**config.mk**
```make
export PLATFORM = sky130hd
export DESIGN_NAME = apb_master_param_flat
export DESIGN_NICKNAME = d
export VERILOG_FILES = /design/src/rtl/apb_master_param_if.sv /design/src/rtl/apb_master_param.sv /design/src/flat_wrapper.sv
export SDC_FILE = /design/constraint.sdc
export NUM_CORES = 1
export LEC_CHECK = 0
export CELL_PAD_IN_SITES_DETAIL_PLACEMENT = 1
export CELL_PAD_IN_SITES_GLOBAL_PLACEMENT = 1
export CORE_MARGIN = 2
export CORE_UTILIZATION = 35
export CTS_CLUSTER_DIAMETER = 80
export DETAILED_ROUTE_END_ITERATION = 6
export PLACE_DENSITY = 0.82
export SYNTH_ARGS = -nofsm -noshare
export SYNTH_HDL_FRONTEND = slang
export SYNTH_SLANG_ARGS = --single-unit
```
**constraint.sdc**
```tcl
create_clock -name pclk -period 3.4 [get_ports pclk]
set_input_delay 0.34 -clock pclk [delete_from_list [all_inputs] [get_ports pclk]]
set_output_delay 0.34 -clock pclk [all_outputs]
set_load 0.01 [all_outputs]
```
**src/rtl/apb_master_param_if.sv**
```systemverilog
// Bundled command, APB and response signals of the APB master.
// The master modport is the RTL view; the slave modport is the environment's view.
interface apb_master_param_if #(
  parameter int ADDR_W = 8,
  parameter int DATA_W = 8
);
  logic              cmd_valid;
  logic              cmd_ready;
  logic              cmd_write;
  logic [ADDR_W-1:0] cmd_addr;
  logic [DATA_W-1:0] cmd_wdata;
  logic              psel;
  logic              penable;
  logic              pwrite;
  logic [ADDR_W-1:0] paddr;
  logic [DATA_W-1:0] pwdata;
  logic [DATA_W-1:0] prdata;
  logic              pready;
  logic              pslverr;
  logic              rsp_valid;
  logic [DATA_W-1:0] rsp_rdata;
  logic              rsp_err;
  logic              rsp_timeout;

  modport master (
    input  cmd_valid, cmd_write, cmd_addr, cmd_wdata, prdata, pready, pslverr,
    output cmd_ready, psel, penable, pwrite, paddr, pwdata,
           rsp_valid, rsp_rdata, rsp_err, rsp_timeout
  );

  modport slave (
    output cmd_valid, cmd_write, cmd_addr, cmd_wdata, prdata, pready, pslverr,
    input  cmd_ready, psel, penable, pwrite, paddr, pwdata,
           rsp_valid, rsp_rdata, rsp_err, rsp_timeout
  );
endinterface

```
**src/rtl/apb_master_param.sv**
```systemverilog
// APB master: one command in, one SETUP/ACCESS transfer out, one registered
// response pulse back; ACCESS is aborted after TIMEOUT wait cycles.
module apb_master_param #(
  parameter int ADDR_W  = 8,
  parameter int DATA_W  = 8,
  parameter int TIMEOUT = 16
) (
  input  logic                pclk,
  input  logic                preset,
  apb_master_param_if.master  bus
);
  localparam int CNT_W = $clog2(TIMEOUT + 1);

  typedef enum logic [1:0] {IDLE, SETUP, ACCESS} state_t;

  state_t            r_state;
  state_t            w_state_next;
  logic [CNT_W-1:0]  r_wait_cnt;
  logic              r_pwrite;
  logic [ADDR_W-1:0] r_paddr;
  logic [DATA_W-1:0] r_pwdata;
  logic              r_rsp_valid;
  logic [DATA_W-1:0] r_rsp_rdata;
  logic              r_rsp_err;
  logic              r_rsp_timeout;

  logic w_cmd_ready;
  logic w_psel;
  logic w_penable;
  logic w_accept;
  logic w_done;
  logic w_timeout;

  assign w_accept  = bus.cmd_valid & w_cmd_ready;
  assign w_done    = (r_state == ACCESS) & bus.pready;
  assign w_timeout = (r_state == ACCESS) & ~bus.pready &
                     (r_wait_cnt == CNT_W'(TIMEOUT - 1));

  always_ff @(posedge pclk or negedge preset) begin
    if (!preset) r_state <= IDLE;
    else         r_state <= w_state_next;
  end

  always_comb begin
    w_state_next = r_state;
    case (r_state)
      IDLE:    if (w_accept) w_state_next = SETUP;
      SETUP:   w_state_next = ACCESS;
      ACCESS: begin
        if (bus.pready)     w_state_next = w_accept ? SETUP : IDLE;
        else if (w_timeout) w_state_next = IDLE;
      end
      default: w_state_next = IDLE;
    endcase
  end

  // A timeout cycle always has pready low, so it never offers cmd_ready.
  always_comb begin
    w_psel      = (r_state == SETUP) | (r_state == ACCESS);
    w_penable   = (r_state == ACCESS);
    w_cmd_ready = (r_state == IDLE) | ((r_state == ACCESS) & bus.pready);
  end

  always_ff @(posedge pclk or negedge preset) begin
    if (!preset) begin
      r_pwrite <= 1'b0;
      r_paddr  <= '0;
      r_pwdata <= '0;
    end else if (w_accept) begin
      r_pwrite <= bus.cmd_write;
      r_paddr  <= bus.cmd_addr;
      r_pwdata <= bus.cmd_write ? bus.cmd_wdata : '0;
    end
  end

  always_ff @(posedge pclk or negedge preset) begin
    if (!preset)
      r_wait_cnt <= '0;
    else if (r_state == SETUP)
      r_wait_cnt <= '0;
    else if ((r_state == ACCESS) && !bus.pready)
      r_wait_cnt <= r_wait_cnt + CNT_W'(1);
  end

  // Response fields hold between pulses; only rsp_valid is a strobe.
  always_ff @(posedge pclk or negedge preset) begin
    if (!preset) begin
      r_rsp_valid   <= 1'b0;
      r_rsp_rdata   <= '0;
      r_rsp_err     <= 1'b0;
      r_rsp_timeout <= 1'b0;
    end else begin
      r_rsp_valid <= w_done | w_timeout;
      if (w_done) begin
        r_rsp_rdata   <= r_pwrite ? '0 : bus.prdata;
        r_rsp_err     <= bus.pslverr;
        r_rsp_timeout <= 1'b0;
      end else if (w_timeout) begin
        r_rsp_rdata   <= '0;
        r_rsp_err     <= 1'b1;
        r_rsp_timeout <= 1'b1;
      end
    end
  end

  assign bus.cmd_ready   = w_cmd_ready;
  assign bus.psel        = w_psel;
  assign bus.penable     = w_penable;
  assign bus.pwrite      = r_pwrite;
  assign bus.paddr       = r_paddr;
  assign bus.pwdata      = r_pwdata;
  assign bus.rsp_valid   = r_rsp_valid;
  assign bus.rsp_rdata   = r_rsp_rdata;
  assign bus.rsp_err     = r_rsp_err;
  assign bus.rsp_timeout = r_rsp_timeout;
endmodule

```
**src/flat_wrapper.sv**
```systemverilog
// flat-port wrapper written by rule: the top's interface ports become plain ports
module apb_master_param_flat 
#(
  parameter int ADDR_W  = 8,
  parameter int DATA_W  = 8,
  parameter int TIMEOUT = 16
)
  (pclk, preset, bus_cmd_valid, bus_cmd_write, bus_cmd_addr, bus_cmd_wdata, bus_prdata, bus_pready, bus_pslverr, bus_cmd_ready, bus_psel, bus_penable, bus_pwrite, bus_paddr, bus_pwdata, bus_rsp_valid, bus_rsp_rdata, bus_rsp_err, bus_rsp_timeout);
  apb_master_param_if #(.ADDR_W(ADDR_W), .DATA_W(DATA_W)) bus_i ();
  input  logic pclk;
  input  logic preset;
  input wire logic [$bits(bus_i.cmd_valid)-1:0] bus_cmd_valid;
  input wire logic [$bits(bus_i.cmd_write)-1:0] bus_cmd_write;
  input wire logic [$bits(bus_i.cmd_addr)-1:0] bus_cmd_addr;
  input wire logic [$bits(bus_i.cmd_wdata)-1:0] bus_cmd_wdata;
  input wire logic [$bits(bus_i.prdata)-1:0] bus_prdata;
  input wire logic [$bits(bus_i.pready)-1:0] bus_pready;
  input wire logic [$bits(bus_i.pslverr)-1:0] bus_pslverr;
  output wire logic [$bits(bus_i.cmd_ready)-1:0] bus_cmd_ready;
  output wire logic [$bits(bus_i.psel)-1:0] bus_psel;
  output wire logic [$bits(bus_i.penable)-1:0] bus_penable;
  output wire logic [$bits(bus_i.pwrite)-1:0] bus_pwrite;
  output wire logic [$bits(bus_i.paddr)-1:0] bus_paddr;
  output wire logic [$bits(bus_i.pwdata)-1:0] bus_pwdata;
  output wire logic [$bits(bus_i.rsp_valid)-1:0] bus_rsp_valid;
  output wire logic [$bits(bus_i.rsp_rdata)-1:0] bus_rsp_rdata;
  output wire logic [$bits(bus_i.rsp_err)-1:0] bus_rsp_err;
  output wire logic [$bits(bus_i.rsp_timeout)-1:0] bus_rsp_timeout;
  assign bus_i.cmd_valid = bus_cmd_valid;
  assign bus_i.cmd_write = bus_cmd_write;
  assign bus_i.cmd_addr = bus_cmd_addr;
  assign bus_i.cmd_wdata = bus_cmd_wdata;
  assign bus_i.prdata = bus_prdata;
  assign bus_i.pready = bus_pready;
  assign bus_i.pslverr = bus_pslverr;
  assign bus_cmd_ready = bus_i.cmd_ready;
  assign bus_psel = bus_i.psel;
  assign bus_penable = bus_i.penable;
  assign bus_pwrite = bus_i.pwrite;
  assign bus_paddr = bus_i.paddr;
  assign bus_pwdata = bus_i.pwdata;
  assign bus_rsp_valid = bus_i.rsp_valid;
  assign bus_rsp_rdata = bus_i.rsp_rdata;
  assign bus_rsp_err = bus_i.rsp_err;
  assign bus_rsp_timeout = bus_i.rsp_timeout;
  apb_master_param #(.ADDR_W(ADDR_W), .DATA_W(DATA_W), .TIMEOUT(TIMEOUT)) u_core (.pclk(pclk), .preset(preset), .bus(bus_i));
endmodule
```
# [Word level (Yosys, flattened, before mapping)]
# Cells that the tools add are included.
[word_totals] mem_count=0 rom_bits=0 ramBits=0 latchBits=0 inputBits=30 word_cells=43 out_inout_bits=31 register_bits=35
[op_classes] addsub=1 reduce_logical=6 n_div=0 mul=0 n_bitwise=8 mux=14 magnitude_cmp=0 shifts=0 n_eq_ne=5
[ops] cell="8-bit 2-to-1 mux" n=4
[ops] cell="5-bit 2-to-1 mux" n=2
[ops] cell="2-bit 2-to-1 mux" n=3
[ops] cell="2-bit case mux with 3 select lines" n=1
[ops] cell="5-bit by 1-bit adder with 5-bit output, second input constant" n=1
[ops] cell="5-bit by 4-bit equality test with 1-bit output, second input constant" n=1
[ops] cell="1-bit bitwise AND" n=4
[ops] cell="1-bit 2-to-1 mux" n=4
[ops] cell="2-bit nonzero test" n=2
[ops] cell="3-bit by 2-bit != test with 1-bit output, second input constant" n=1
[ops] cell="1-bit bitwise OR" n=3
[ops] cell="2-bit by 1-bit equality test with 1-bit output, second input constant" n=1
[ops] cell="2-bit equality test, second input constant" n=1
[ops] cell="2-bit logical NOT" n=1
[ops] cell="2-bit by 1-bit != test with 1-bit output, second input constant" n=1
[ops] cell="2-bit AND reduction" n=1
[ops] cell="1-bit logical AND" n=1
[ops] cell="1-bit logical NOT" n=1
[ops] cell="1-bit NOT" n=1

# [Longest topological paths before layout]
[depth] word_depth=7 depth_mapped=6 mapped_depth_nobuf=6

# [Worst setup path before layout]
# Ideal clock, no wire load.
[synth_path] kind="register to register" start="register u_core.r_state[0]" end="register u_core.r_pwrite, in the netlist u_core.bus.pwrite" setup_slack_ns=1.629 t_required_ns=3.275 path_buffers=1 setup_time_ns=0.125 path_stages_with_launch=7 synth_period_minus_slack_ns=1.771 arrival_ns=1.646 cell_sequence="dfrtp_1 > inv_1 > ha_1 > and2_4 > o21ai_4 > buf_12 > mux2_4"
[synth_between] elab_chain_len=4 word_cells_on_any_way=5 classes_between="eq/ne (1); bitwise (3); reduce/logical (1)"
[synth_rtl] item="from (decl)" line_no="apb_master_param.sv:16" rtl="state_t r_state;"
[synth_rtl] item="from (signal assigned)" line_no="apb_master_param.sv:41" rtl="else r_state <= w_state_next;"
[synth_rtl] item="2-bit equality test"
[synth_rtl] item="net bus_penable" line_no="flat_wrapper.sv:21" rtl="output wire logic [$bits(bus_i.penable)-1:0] bus_penable;"
[synth_rtl] item="1-bit bitwise AND" line_no="apb_master_param.sv:61" rtl="w_cmd_ready = (r_state == IDLE) | ((r_state == ACCESS) & bus.pready);"
[synth_rtl] item="1-bit bitwise OR" line_no="apb_master_param.sv:61"
[synth_rtl] item="1-bit bitwise AND" line_no="apb_master_param.sv:34" rtl="assign w_accept = bus.cmd_valid & w_cmd_ready;"
[synth_rtl] item="to (signal assigned)" line_no="apb_master_param.sv:70" rtl="r_pwrite <= bus.cmd_write;"
[synth_rtl] item="to (decl)" line_no="apb_master_param.sv:19" rtl="logic r_pwrite;"
# The timed path passes the listed nets, and every way through them passes these cells.
# A chain may end at the register's enable or synchronous reset.

# [Worst setup path in the final report]
[layout_path] start="register u_core.r_state[0]" end="output bus_cmd_ready"
[layout_between] elab_chain_len=3 word_cells_on_any_way=4 classes_between="eq/ne (1); bitwise (2); reduce/logical (1)"
[layout_rtl] item="2-bit equality test" line_no="apb_master_param.sv:61"
[layout_rtl] item="1-bit bitwise AND" line_no="apb_master_param.sv:61"
[layout_rtl] item="1-bit bitwise OR (*)" line_no="apb_master_param.sv:61"
[layout_rtl] item="to (decl)" line_no="flat_wrapper.sv:19" rtl="output wire logic [$bits(bus_i.cmd_ready)-1:0] bus_cmd_ready;"
# Mark *: on every way between the ends. The rest lies on a longest branch, timed or not.

==> key figures <==
Floorplanning
  – Die Height: between 60 and 70 microns
  – Die W: 69.9 microns
  – Row cnt: 23
  – DIE AREA: roughly 4900 sq um
  – Initial Util: 37.1%
  – Std-Cell Core Area: about 4100 sq um
  – Ports: between 60 and 70

CTS
  – Htree depth: 2
  – CTS tree: built
  – TritonCTS buffer count: 5
  – CTS max path bufs: 2
  – Clk sink count: 35
  – CTS Root Cell: clkbuf_8
  – Setup bufs post-CTS: 0
  – CTS Hold Bufs: 0
  – Clk_lat worst skew: approximately 0.29 ns
  – Worst-path clk slew: 0.07 ns
  – Post-CTS sizing: 0

Worst setup path
  – Crit start category: flip-flop
  – Critical Path Max Stage Delay: 0.53 ns
  – Worst Setup Path Type: flip-flop to primary output
  – Bufs and invs on worst path: 2
  – CP required: 3.06 ns
  – Worst endpoint data arrival time: 1.93 ns
  – Worst-path maximum fanout: 8
  – Slowest stage cell on the critical path: clkdlybuf4s50_1
  – Top delay family on crit path: buffers and inverters
  – Critical-path cell list: inv_1 -> ha_1 -> nand2_1 -> nand2b_1 -> clkdlybuf4s50_1
  – Critical path endpoint category: primary output

Yosys
  – Sequential share of the synthesized area: 57.7%
  – Cell taking the most area after synthesis: dfrtp_1
  – Synth Area per Inst: 13.0 sq um
  – Total nets after synthesis: 153
  – YS warnings: 0
  – Mapped cell area: 1520 sq um
  – Ys flop type: dfrtp_1
  – Post-Syn Instances: 117
  – Post-synthesis cell type count: 27
  – Number of synthesized register bits: 35
  – Share of the synthesized area in the top cell type: 57.7%
  – Top post-synthesis cells by area: dfrtp_1, mux2_2, mux2i_1, ha_1, a22o_1
  – Asr flop ratio synth: between 90% and 100%
  – Post-synth EDFFs: 0

STA
  – Max Slew Vio Count: 0
  – Worst-margin pin slew: about 0.75 ns
  – # setup viols final: 0
  – Post-route setup TNS: 0 ns
  – Slew headroom: 50.0%
  – Tcrit/Tclk final: 66.7%
  – Crit path time final: around 2.3 ns
  – Hold Vio Cnt, Final: 0
  – Clock skew: 0.00477 ns
  – Max Fclk: 0.441 GHz
  – RSZ-0062 raised after global routing: no

Pwr
  – PD cells: 855 nW/um^2
  – Switching Power: 0.628 mW
  – Internal power: ~1.3 mW
  – Seq pwr share: 36.9%
  – Tot Pwr: roughly 1.9 mW
  – Comb pwr share: 45.8%
  – Sw frac: between 30% and 40%
  – Clock Power Share: 17.4%
  – Pleak: around 1.0 nW
  – Peak VDD IR: 0.000374 V

Placed design
  – DP HPWL: 3.04 mm
  – Placer Congestion: between 0.7 and 0.8
  – Port bufs: 60
  – Cell Area, Placed: 2160 sq um

Layout
  – N_diodes: 0
  – Share of cells above drive strength 1: 13.0%
  – Area grow syn2layout: 49.2%
  – Most common cell after layout, fill and taps aside: clkdlybuf4s50_1
  – Commonest non-fill, non-tap cells in the layout: clkdlybuf4s50_1, dfrtp_1, inv_1, mux2_2
  – # fillers: approximately 430
  – Post-route cell area: 2260 sq um
  – Nets: 219

Routing
  – DR vias/cell: 4.84
  – DRC: 0
  – Routed Antenna Nets: 0
  – DR pass1 iterations: 4
  – Via count: 1133
  – Avg WL per Cell: ~17 microns
  – Final wirelength: slightly below 4 mm
  – Starting DRC count in detailed routing: 50

Worst hold path
  – Tightest Hold Check Type: input port to async pin

GRT
  – Vias in the first global route: approximately 1300
  – Global-route wire length before repair: 6.62 mm
  – GRT Residual Overflow: 0
  – Antenna violations before repair: 0
  – GRT Total Usage: 17.7%
  – Largest net degree at the start of global routing: 20

Run status
  – Status: finished clean

Job
  – Max-cap violations: 0
## state kept, by name, indices dropped and copies added, names as in the netlist
name	count
u_core.bus.rsp_valid	1
u_core.bus.rsp_err	1
u_core.bus.rsp_timeout	1
u_core.r_wait_cnt	5
u_core.bus.pwrite	1
u_core.bus.pwdata	8
u_core.bus.rsp_rdata	8
u_core.r_state	2
u_core.bus.paddr	8
## layout make-up
cell class,instances,area (sq um),area share [%]
flip-flops and latches,35,876,38.7
repair buffers,61,608,26.9
multi-input cells,67,569,25.1
clock buffers,8,100,4.42
well taps,50,62.6,2.76
inverters,13,48.8,2.15
## metal layers
metal	share of wire [%]	track usage [%]	up-vias
met2	54	31.3	39
li1	-	-	525
met4	1.9	7.69	0
met3	6.0	4.91	7
met1	38	19.7	562
met5	0	0	-
## cells by family (layout without fill, tap and decap cells)
logic type / after synthesis / count (layout) / synth area share (%)
DFF: 35 / 35 / 57.7
and+or+nand+nor: 24 / 24 / 8.00
muxes: 20 / 20 / 14.3
AOI/OAI and AO/OA: 15 / 15 / 9.07
buffers and inverters: 15 / 82 / 4.78
adders and majority gates: 6 / 6 / 4.95
xor gates and xnor gates: 2 / 2 / 1.15
## synthesized netlist by cell type (2+ instances only)
library cell  instances
dfrtp_1              35
a22o_1                8
ha_1                  6
mux2i_1               9
nor2_1                7
mux2_2               10
inv_1                13
a21oi_1               2
nand2_1               9
## worst paths after layout
| check | startpoint | endpoint | slack (ns) | cells past startpoint |
|---|---|---|---|---|
| worst min register to register | u_core.bus.rsp_rdata[4]$_DFFE_PN0P_ | u_core.bus.rsp_rdata[4]$_DFFE_PN0P_ | 0.51 | 1 |
| worst min-delay path | preset | u_core.bus.pwdata[3]$_DFFE_PN0P_ | 0.49 | 1 |
| max in group asynchronous | preset | u_core.bus.rsp_timeout$_DFFE_PN0P_ | 2.18 | 2 |
| worst max register to register | u_core.r_state[0]$_DFFE_PN0P_ | u_core.bus.paddr[1]$_DFFE_PN0P_ | 1.36 | 5 |
| min in group pclk | u_core.bus.rsp_rdata[4]$_DFFE_PN0P_ | u_core.bus.rsp_rdata[4]$_DFFE_PN0P_ | 0.51 | 1 |
| worst max-delay path | u_core.r_state[0]$_DFFE_PN0P_ | bus_cmd_ready | 1.13 | 5 |
## power groups by stage
stage | Combinational (mW) | Clock (mW) | Sequential (mW)
after floorplan | 0.358 | 0 | 0.772
after global placement | 0.857 | 0 | 0.707
after detailed placement | 0.900 | 0 | 0.722
after CTS | 0.904 | 0.341 | 0.718
after global routing | 0.957 | 0.365 | 0.740
final | 0.886 | 0.336 | 0.714
## through the flow
step	setup slack [ns]	utilization (%)	hold slack (ns)	instances
global route	1.02	55.4	0.538	234
finish	1.13	55.4	0.488	234
global placement	1.31	53.0	0.486	226
CTS	1.10	55.4	0.511	234
floorplan	1.63	-	0.0444	117
detailed placement	1.25	53.0	0.490	226
## worst reg2reg max path: cells and delay by family, from the launching register on
| kind | cells | cell delay [ns] |
|---|---|---|
| multiplexers | 1 | 0.42 |
| flip-flops | 1 | 0.38 |
| AND/OR/NAND/NOR | 1 | 0.21 |
| buffers and inverters | 1 | 0.09 |
| adder cells (fa/ha/maj) | 1 | 0.30 |
| AO/OA/AOI/OAI | 1 | 0.53 |
Note: power is estimated with default switching activity, not from simulation.
